## config.mk

```make
export PLATFORM = sky130hd
export DESIGN_NAME = dpwm_decoder
export DESIGN_NICKNAME = d
export VERILOG_FILES = /design/src/rtl/dpwm_pkg.sv /design/src/rtl/dpwm_sync.sv /design/src/rtl/dpwm_decoder.sv
export SDC_FILE = /design/constraint.sdc
export NUM_CORES = 1
export LEC_CHECK = 0
export CORE_ASPECT_RATIO = 1.1
export CORE_MARGIN = 8
export CORE_UTILIZATION = 45
export CTS_BUF_LIST = sky130_fd_sc_hd__clkbuf_2
export DETAILED_ROUTE_END_ITERATION = 8
export PLACE_DENSITY = 0.75
export SLEW_MARGIN = 40
export SYNTH_ARGS = -nofsm -noshare
export SYNTH_HDL_FRONTEND = slang
export SYNTH_SLANG_ARGS = --single-unit
```

## constraint.sdc

```tcl
create_clock -name f_in -period 2.75 [get_ports f_in]
set_clock_uncertainty 0.15 [all_clocks]
set_input_delay 0.6875 -clock f_in [delete_from_list [all_inputs] [get_ports f_in]]
set_output_delay 0.6875 -clock f_in [all_outputs]
set_load 0.02 [all_outputs]
```

## src/rtl/dpwm_pkg.sv

```systemverilog
`timescale 1ns/1ps
`default_nettype none
// ============================================================================
// Module   : dpwm_pkg
// Purpose  : Shared defaults, FSM state type and helpers for the DPWM decoder.
// Revision : 1.0 - initial release
// ============================================================================
package dpwm_pkg;

    localparam int PERIOD_DEF = 10;
    localparam int REF_W_DEF  = 4;

    typedef enum logic [0:0] {
        WAIT = 1'b0,
        LOCK = 1'b1
    } state_t;

    function automatic logic maj3(input logic a, input logic b, input logic c);
        return (a & b) | (a & c) | (b & c);
    endfunction

endpackage

`default_nettype wire

```

## src/rtl/dpwm_sync.sv

```systemverilog
`timescale 1ns/1ps
`default_nettype none
// ============================================================================
// Module   : dpwm_sync
// Purpose  : 2-flop synchronizer, optional 3-sample majority filter
//            (DPWM_DECODER_FILTER_EN) and rising-edge detector.
// Revision : 1.0 - initial release
// ============================================================================
module dpwm_sync
    import dpwm_pkg::*;
(
    input  logic f_in,
    input  logic Reset,
    input  logic signal_i,
    output logic synced_o,
    output logic rise_o
);

    logic sync1_q, sync1_d;
    logic sync2_q, sync2_d;
    logic prev_q,  prev_d;
    logic w_synced;

`ifdef DPWM_DECODER_FILTER_EN
    // Combinational vote over the last three synchronized samples: rejects
    // single-cycle glitches while adding exactly one cycle of delay.
    logic hist1_q, hist1_d;
    logic hist2_q, hist2_d;

    always_comb begin
        hist1_d = sync2_q;
        hist2_d = hist1_q;
    end

    always_ff @(posedge f_in or posedge Reset) begin
        if (Reset) begin
            hist1_q <= 1'b0;
            hist2_q <= 1'b0;
        end else begin
            hist1_q <= hist1_d;
            hist2_q <= hist2_d;
        end
    end

    assign w_synced = maj3(sync2_q, hist1_q, hist2_q);
`else
    assign w_synced = sync2_q;
`endif

    always_comb begin
        sync1_d = signal_i;
        sync2_d = sync1_q;
        prev_d  = w_synced;
    end

    always_ff @(posedge f_in or posedge Reset) begin
        if (Reset) begin
            sync1_q <= 1'b0;
            sync2_q <= 1'b0;
            prev_q  <= 1'b0;
        end else begin
            sync1_q <= sync1_d;
            sync2_q <= sync2_d;
            prev_q  <= prev_d;
        end
    end

    assign synced_o = w_synced;
    assign rise_o   = w_synced & ~prev_q;

endmodule

`default_nettype wire

```

## src/rtl/dpwm_decoder.sv

```systemverilog
`timescale 1ns/1ps
`default_nettype none
// ============================================================================
// Module   : dpwm_decoder
// Purpose  : Recovers the duty count of a DPWM waveform; optional glitch
//            filter enabled by DPWM_DECODER_FILTER_EN.
// Revision : 1.0 - initial release
// ============================================================================
module dpwm_decoder
    import dpwm_pkg::*;
#(
    parameter int PERIOD = PERIOD_DEF,
    parameter int REF_W  = REF_W_DEF
) (
    input  logic             f_in,
    input  logic             Reset,
    input  logic             Signal_i,
    output logic [REF_W-1:0] Ref_o,
    output logic             Valid_o,
    output logic             Err_o
);

    localparam int              CNT_W = $clog2(PERIOD + 1);
    localparam logic [CNT_W-1:0] PER_C = CNT_W'(PERIOD);

    logic w_synced;
    logic w_rise;

    dpwm_sync u_sync (
        .f_in     (f_in),
        .Reset    (Reset),
        .signal_i (Signal_i),
        .synced_o (w_synced),
        .rise_o   (w_rise)
    );

    state_t           state_q,   state_d;
    logic [CNT_W-1:0] per_cnt_q, per_cnt_d;
    logic [CNT_W-1:0] hi_cnt_q,  hi_cnt_d;
    logic [REF_W-1:0] ref_q,     ref_d;
    logic             valid_q,   valid_d;
    logic             err_q,     err_d;
    logic [CNT_W-1:0] w_elapsed;
    logic             w_boundary;

    // Cycles since the last boundary, counting the current one; a full
    // period therefore reads PERIOD on the cycle the next rise is due.
    always_comb begin
        w_elapsed = (per_cnt_q >= PER_C) ? PER_C : per_cnt_q + 1'b1;
    end

    always_comb begin
        state_d    = state_q;
        ref_d      = ref_q;
        valid_d    = 1'b0;
        err_d      = 1'b0;
        w_boundary = 1'b0;

        if (w_rise) begin
            w_boundary = 1'b1;
            if (state_q == WAIT) begin
                state_d = LOCK;
            end else if (w_elapsed == PER_C) begin
                ref_d   = REF_W'(hi_cnt_q);
                valid_d = 1'b1;
            end else begin
                err_d = 1'b1;
            end
        end else if (w_elapsed == PER_C) begin
            // No rise for a whole period: a flat level is a legal 0 % or
            // 100 % duty, anything else means a fall without a rise.
            w_boundary = 1'b1;
            if (hi_cnt_q == '0) begin
                ref_d   = '0;
                valid_d = 1'b1;
                state_d = LOCK;
            end else if (hi_cnt_q == PER_C) begin
                ref_d   = REF_W'(PERIOD);
                valid_d = 1'b1;
                state_d = LOCK;
            end else begin
                err_d = 1'b1;
            end
        end
    end

    always_comb begin
        if (w_boundary) begin
            per_cnt_d = '0;
            hi_cnt_d  = {{(CNT_W-1){1'b0}}, w_synced};
        end else begin
            per_cnt_d = w_elapsed;
            hi_cnt_d  = (w_synced && (hi_cnt_q < PER_C)) ? hi_cnt_q + 1'b1 : hi_cnt_q;
        end
    end

    always_ff @(posedge f_in or posedge Reset) begin
        if (Reset) begin
            state_q   <= WAIT;
            per_cnt_q <= '0;
            hi_cnt_q  <= '0;
            ref_q     <= '0;
            valid_q   <= 1'b0;
            err_q     <= 1'b0;
        end else begin
            state_q   <= state_d;
            per_cnt_q <= per_cnt_d;
            hi_cnt_q  <= hi_cnt_d;
            ref_q     <= ref_d;
            valid_q   <= valid_d;
            err_q     <= err_d;
        end
    end

    assign Ref_o   = ref_q;
    assign Valid_o = valid_q;
    assign Err_o   = err_q;

endmodule

`default_nettype wire

```

; ---- After elaboration in Yosys (flattened, before gate mapping)
; Index checks and enable logic that the tools add are counted.
[op_classes]
reduce_logical = 7
eq_ne = 3
addsub = 2
n_mux = 27
n_lt_le_gt_ge = 2
bitwise = 2
[ops]
columns = cell, n
row1 = two-way mux 4 bit, 10
row2 = two-way mux 1 bit, 17
row3 = "adder 4 x 1 -> 4 bit, second input constant", 2
row4 = "equality test 4 bit, second input constant", 2
row5 = "greater-or-equal comparator 4 bit, second input constant", 1
row6 = zero test 4 bit, 1
row7 = "less-than comparator 4 bit, second input constant", 1
row8 = nonzero test 2 bit, 2
row9 = AND reduction 3 bit, 1
row10 = nonzero test 3 bit, 1
row11 = "inequality test 2 bit, second input constant", 1
row12 = AND reduction 2 bit, 1
row13 = bitwise AND 1 bit, 1
row14 = logical AND 1 bit, 1
row15 = inverter 1 bit, 1
[word_totals]
out_inout_bits = 6
reg_bits = 18

; ---- Logic depth before layout (Yosys ltp)
[depth]
depth_word = 6
ltp_mapped = 6

; ---- By module
; A second synthesis with hierarchy kept.
[unflattened]
cells_unflattened = 76
hier_area_um2 = 864.6
[modules_own_cells]
columns = mod, n_inst, area_per_inst_um2, seq_area_each_um2, cells_each
row1 = dpwm_decoder, 1, 772.0, 375.4, 71
row2 = dpwm_sync, 1, 92.6, 75.1, 5

; ---- Worst setup path before layout
; OpenSTA, ideal clock, no wires.
[synth_timing]
path_type = reg2reg
from = reg per_cnt_q[1]
to = reg ref_q[1], in the netlist Ref_o[1]
setup_slack_ns = 0.641
path_stages_with_launch = 6
setup_time_ns = 0.125
arrival_time_ns = 1.834
n_path_buf = 0
cell_sequence = dfrtp_1 > ha_1 > or3b_1 > a211o_1 > a21bo_2 > mux2_4
[synth_via]
elab_chain_len = 4
[synth_rtl]
columns = item, line_no
row1 = start: declaration, dpwm_decoder.sv:38  ; logic [CNT_W-1:0] per_cnt_q, per_cnt_d;
row2 = start signal: assignment, dpwm_decoder.sv:107  ; per_cnt_q <= per_cnt_d;
row3 = adder 4 x 1 -> 4 bit or greater-or-equal comparator 4 bit (tied branches), dpwm_decoder.sv:49  ; w_elapsed = (per_cnt_q >= PER_C) ? PER_C : per_cnt_q + 1'b1;
row4 = two-way mux 4 bit (*), dpwm_decoder.sv:49
row5 = equality test 4 bit (*), "dpwm_decoder.sv:63, dpwm_decoder.sv:69"
row6 = AND reduction 3 bit (no line) (*), -
row7 = end signal: assignment, dpwm_decoder.sv:109  ; ref_q <= ref_d;
row8 = end: declaration, dpwm_decoder.sv:40  ; logic [REF_W-1:0] ref_q, ref_d;
; Mark *: on every way between the ends. The rest lies on a longest branch, timed or not.
; A chain may end at the register's enable or synchronous reset.

; ---- Final worst setup path
; Ends and elaborated chain as after synthesis.

==> results.md <==
* Max-Cap Viols at 0
* FF+latch count, synth at 18
* CTS Buffer Depth at 2
* Yosys warns at 0
* Req. time, crit path at 2810 ps
* Clock Latency Late Sink at 310 ps
* Fin Setup TNS at 0 ps
* Worst slew pin tran at 650 ps
* Met3 WL at 73 µm
* Placed cell area at ~940 µm²
* Number of H-tree levels at 1
* CTS root buf: clkbuf_2
* Distinct cell type count after synthesis at 27
* RSZ-0062 raised after global routing: no
* All-Layer GR Usage at 9.52%
* Crit-path max cell delay at 460 ps
* Vias at ~560
* Hpwl dp at 1040 µm
* IO Port Bufs at 8
* Crit. End Element: flop
* Layout cells sized above 1 at 5.75%
* Leakage power at 0.462 nW
* Sequential fraction of the synthesis area at 53.7%
* Hold Path Class: reg2reg
* Final core occ at a little over half
* Crit path max fanout at 5
* DR iter-0 viols at 10
* CTS tree: done
* Final instance area at 956 µm²
* Hold WS at between 200 and 250 ps
* Io pins at 9
* Max-slew violation count at 0
* CTS-repair resized insts at 0
* Cell Rows at 16
* Max layer used: met4
* Via-per-instance ratio at ~5.3
* Setup-failing EPs final at 0
* CTS Buf Count at 3
* Starting density of the core at 47.6%
* Area Overhead vs Synth at 14.0%
* Gr ovfl total at 0
* Non-filler instance count after layout at between 100 and 150
* Vias in the first global route at just under 600
* Syn_nets at 84
* Fin crit period at about 2200 ps
* Wire length per cell at 13.4 µm
* Drt pass-1 iters at 3
* Mapped Cells at 76
* CTS clock-pin slew for the worst setup and hold paths at 160 ps
* Initial antenna violation count at 0
* Core footprint at around 0.0018 mm²
* Met2 wire length at 618 µm
* Final #Nets at 96
* Period Utilization, post-route at 81.1%
* Detailed-route DRC error count at 0
* DRT met1 WL at around 670 µm
* Die ar. at 0.00350 mm²
* Mapped Avg Cell Area at 11.0 µm²
* Final hold vios at 0
* Delay-heaviest family, CP: compound AO/OA/AOI/OAI gates
* Fmax at 448 MHz
* Buf/Inv on CP at 0
* Status: completed
* # Post-CTS Setup Buffers at 0
* CTS Hold Bufs at 0
* CP startpoint kind: flop
* Critical-path cell list: ha_1 -> or3b_1 -> a211o_1 -> a21bo_2 -> mux2_4
* Maximum VDD drop at 0.511 mV
* Slowest CP cell: dfrtp_1
* Cells after DPL at 101
* First-pass GRT wire length at around 2600 µm
* Mapped cell area at 838 µm²
* DRT antenna net count at 0
* Diodes inserted at 0
* Pwr/cell area at 908 mW/mm²
* Chip width at 57.2 µm
* Clock Sinks at 18
* Worst Path Arrival at 2290 ps
* Slew Limit Headroom at between 50% and 60%
* Largest net degree at the start of global routing at 19
* Die Y at a little over 60 µm
* GP Congestion at 0.831
* Crit path kind: reg2reg
* Total Wirelength at 1410 µm
[cells by family (layout without fill, tap and decap cells)]
logic type	Yosys count	after routing	share of synthesized area [%]
flip-flops	18	18	53.7
AND/OR/NAND/NOR	20	20	12.2
multiplexers	5	5	6.57
XOR/XNOR	2	2	2.09
buffers and inverters	8	19	3.58
adder cells (fa/ha/maj)	5	5	7.46
AO/OA/AOI/OAI	18	18	14.3
[layout make-up]
cell class	instances	area, µm²
multi-input combinational	50	358
tap	18	22.5
clock inverter	1	3.75
clock buffer	3	15.0
inverter	7	26.3
sequential	18	450
fill	148	806
timing repair buffer	8	80.1
[flip-flops by register name (all words and copies together), names as in the netlist]
| register | cells |
|---|---|
| state_q | 1 |
| u_sync.prev_q | 1 |
| hi_cnt_q | 4 |
| Ref_o | 4 |
| u_sync.synced_o | 1 |
| per_cnt_q | 4 |
| Err_o | 1 |
| Valid_o | 1 |
| u_sync.sync1_q | 1 |
[layer usage]
metal  GRT usage (%)  vias up
li1                -      285
met1            11.4      255
met2            15.0       10
met3            2.47        5
met4            6.04        0
met5               0        -
[report_power, final]
group / switching, mW / leakage (nW) / internal (mW)
combinational: 0.174 / 0.224 / 0.164
sequential: 0.0787 / 0.224 / 0.341
clock: 0.0794 / 0.0140 / 0.0316
[cells in the final DEF (no fill, tap or decap), types with 2 or more instances in the layout]
cell type        count
nand2b_1             2
dfrtp_1             18
nand2_1              3
a31oi_1              3
nor2_1               5
ha_1                 5
o31ai_1              2
nand3_1              5
mux2i_1              4
clkbuf_2             3
a21oi_1              2
inv_1                7
clkdlybuf4s50_1      8
o21ai_0              5
[per-stage QoR]
| stage | setup slack, ps | power [mW] |
|---|---|---|
| after global placement | 602 | 0.754 |
| after detailed placement | 555 | 0.765 |
| after floorplan | 641 | 0.645 |
| after CTS | 513 | 0.877 |
| final | 519 | 0.868 |
| after global routing | 443 | 0.943 |
[synthesized netlist by cell type]
| library cell | number | area (µm²) |
|---|---|---|
| and2_1 | 1 | 6.26 |
| ha_1 | 5 | 62.6 |
| mux2i_1 | 4 | 40.0 |
| xor2_1 | 1 | 8.76 |
| o211ai_1 | 1 | 7.51 |
| mux2_4 | 1 | 15.0 |
| a211o_1 | 1 | 8.76 |
| nand3_1 | 5 | 25.0 |
| a31oi_1 | 3 | 18.8 |
| a21oi_1 | 2 | 10.0 |
| dfrtp_1 | 18 | 450 |
| inv_1 | 7 | 26.3 |
| nand2_1 | 3 | 11.3 |
| nand2b_1 | 2 | 12.5 |
| a21o_1 | 1 | 7.51 |
| or3b_1 | 1 | 8.76 |
| o21ai_0 | 5 | 25.0 |
| o31ai_1 | 2 | 15.0 |
| and3_1 | 1 | 6.26 |
| clkbuf_1 | 1 | 3.75 |
| a41oi_1 | 1 | 8.76 |
| nor2_1 | 5 | 18.8 |
| xnor2_1 | 1 | 8.76 |
| nand3b_1 | 1 | 7.51 |
| a21bo_2 | 1 | 10.0 |
| o2bb2ai_1 | 1 | 8.76 |
| nor2b_1 | 1 | 6.26 |
[final timing paths]
kind                                    to  depth (start not counted)  slack [ps]            from
setup / recovery                  Ref_o[1]                          5         520    per_cnt_q[1]
hold / removal             u_sync.synced_o                          0         220  u_sync.sync1_q
setup reg to reg                  Ref_o[1]                          5         520    per_cnt_q[1]
hold reg to reg            u_sync.synced_o                          0         220  u_sync.sync1_q
max in group asynchronous      hi_cnt_q[1]                          2        1440           Reset
min in group asynchronous     per_cnt_q[3]                          2         590           Reset
(Power assumes the default switching activity.)
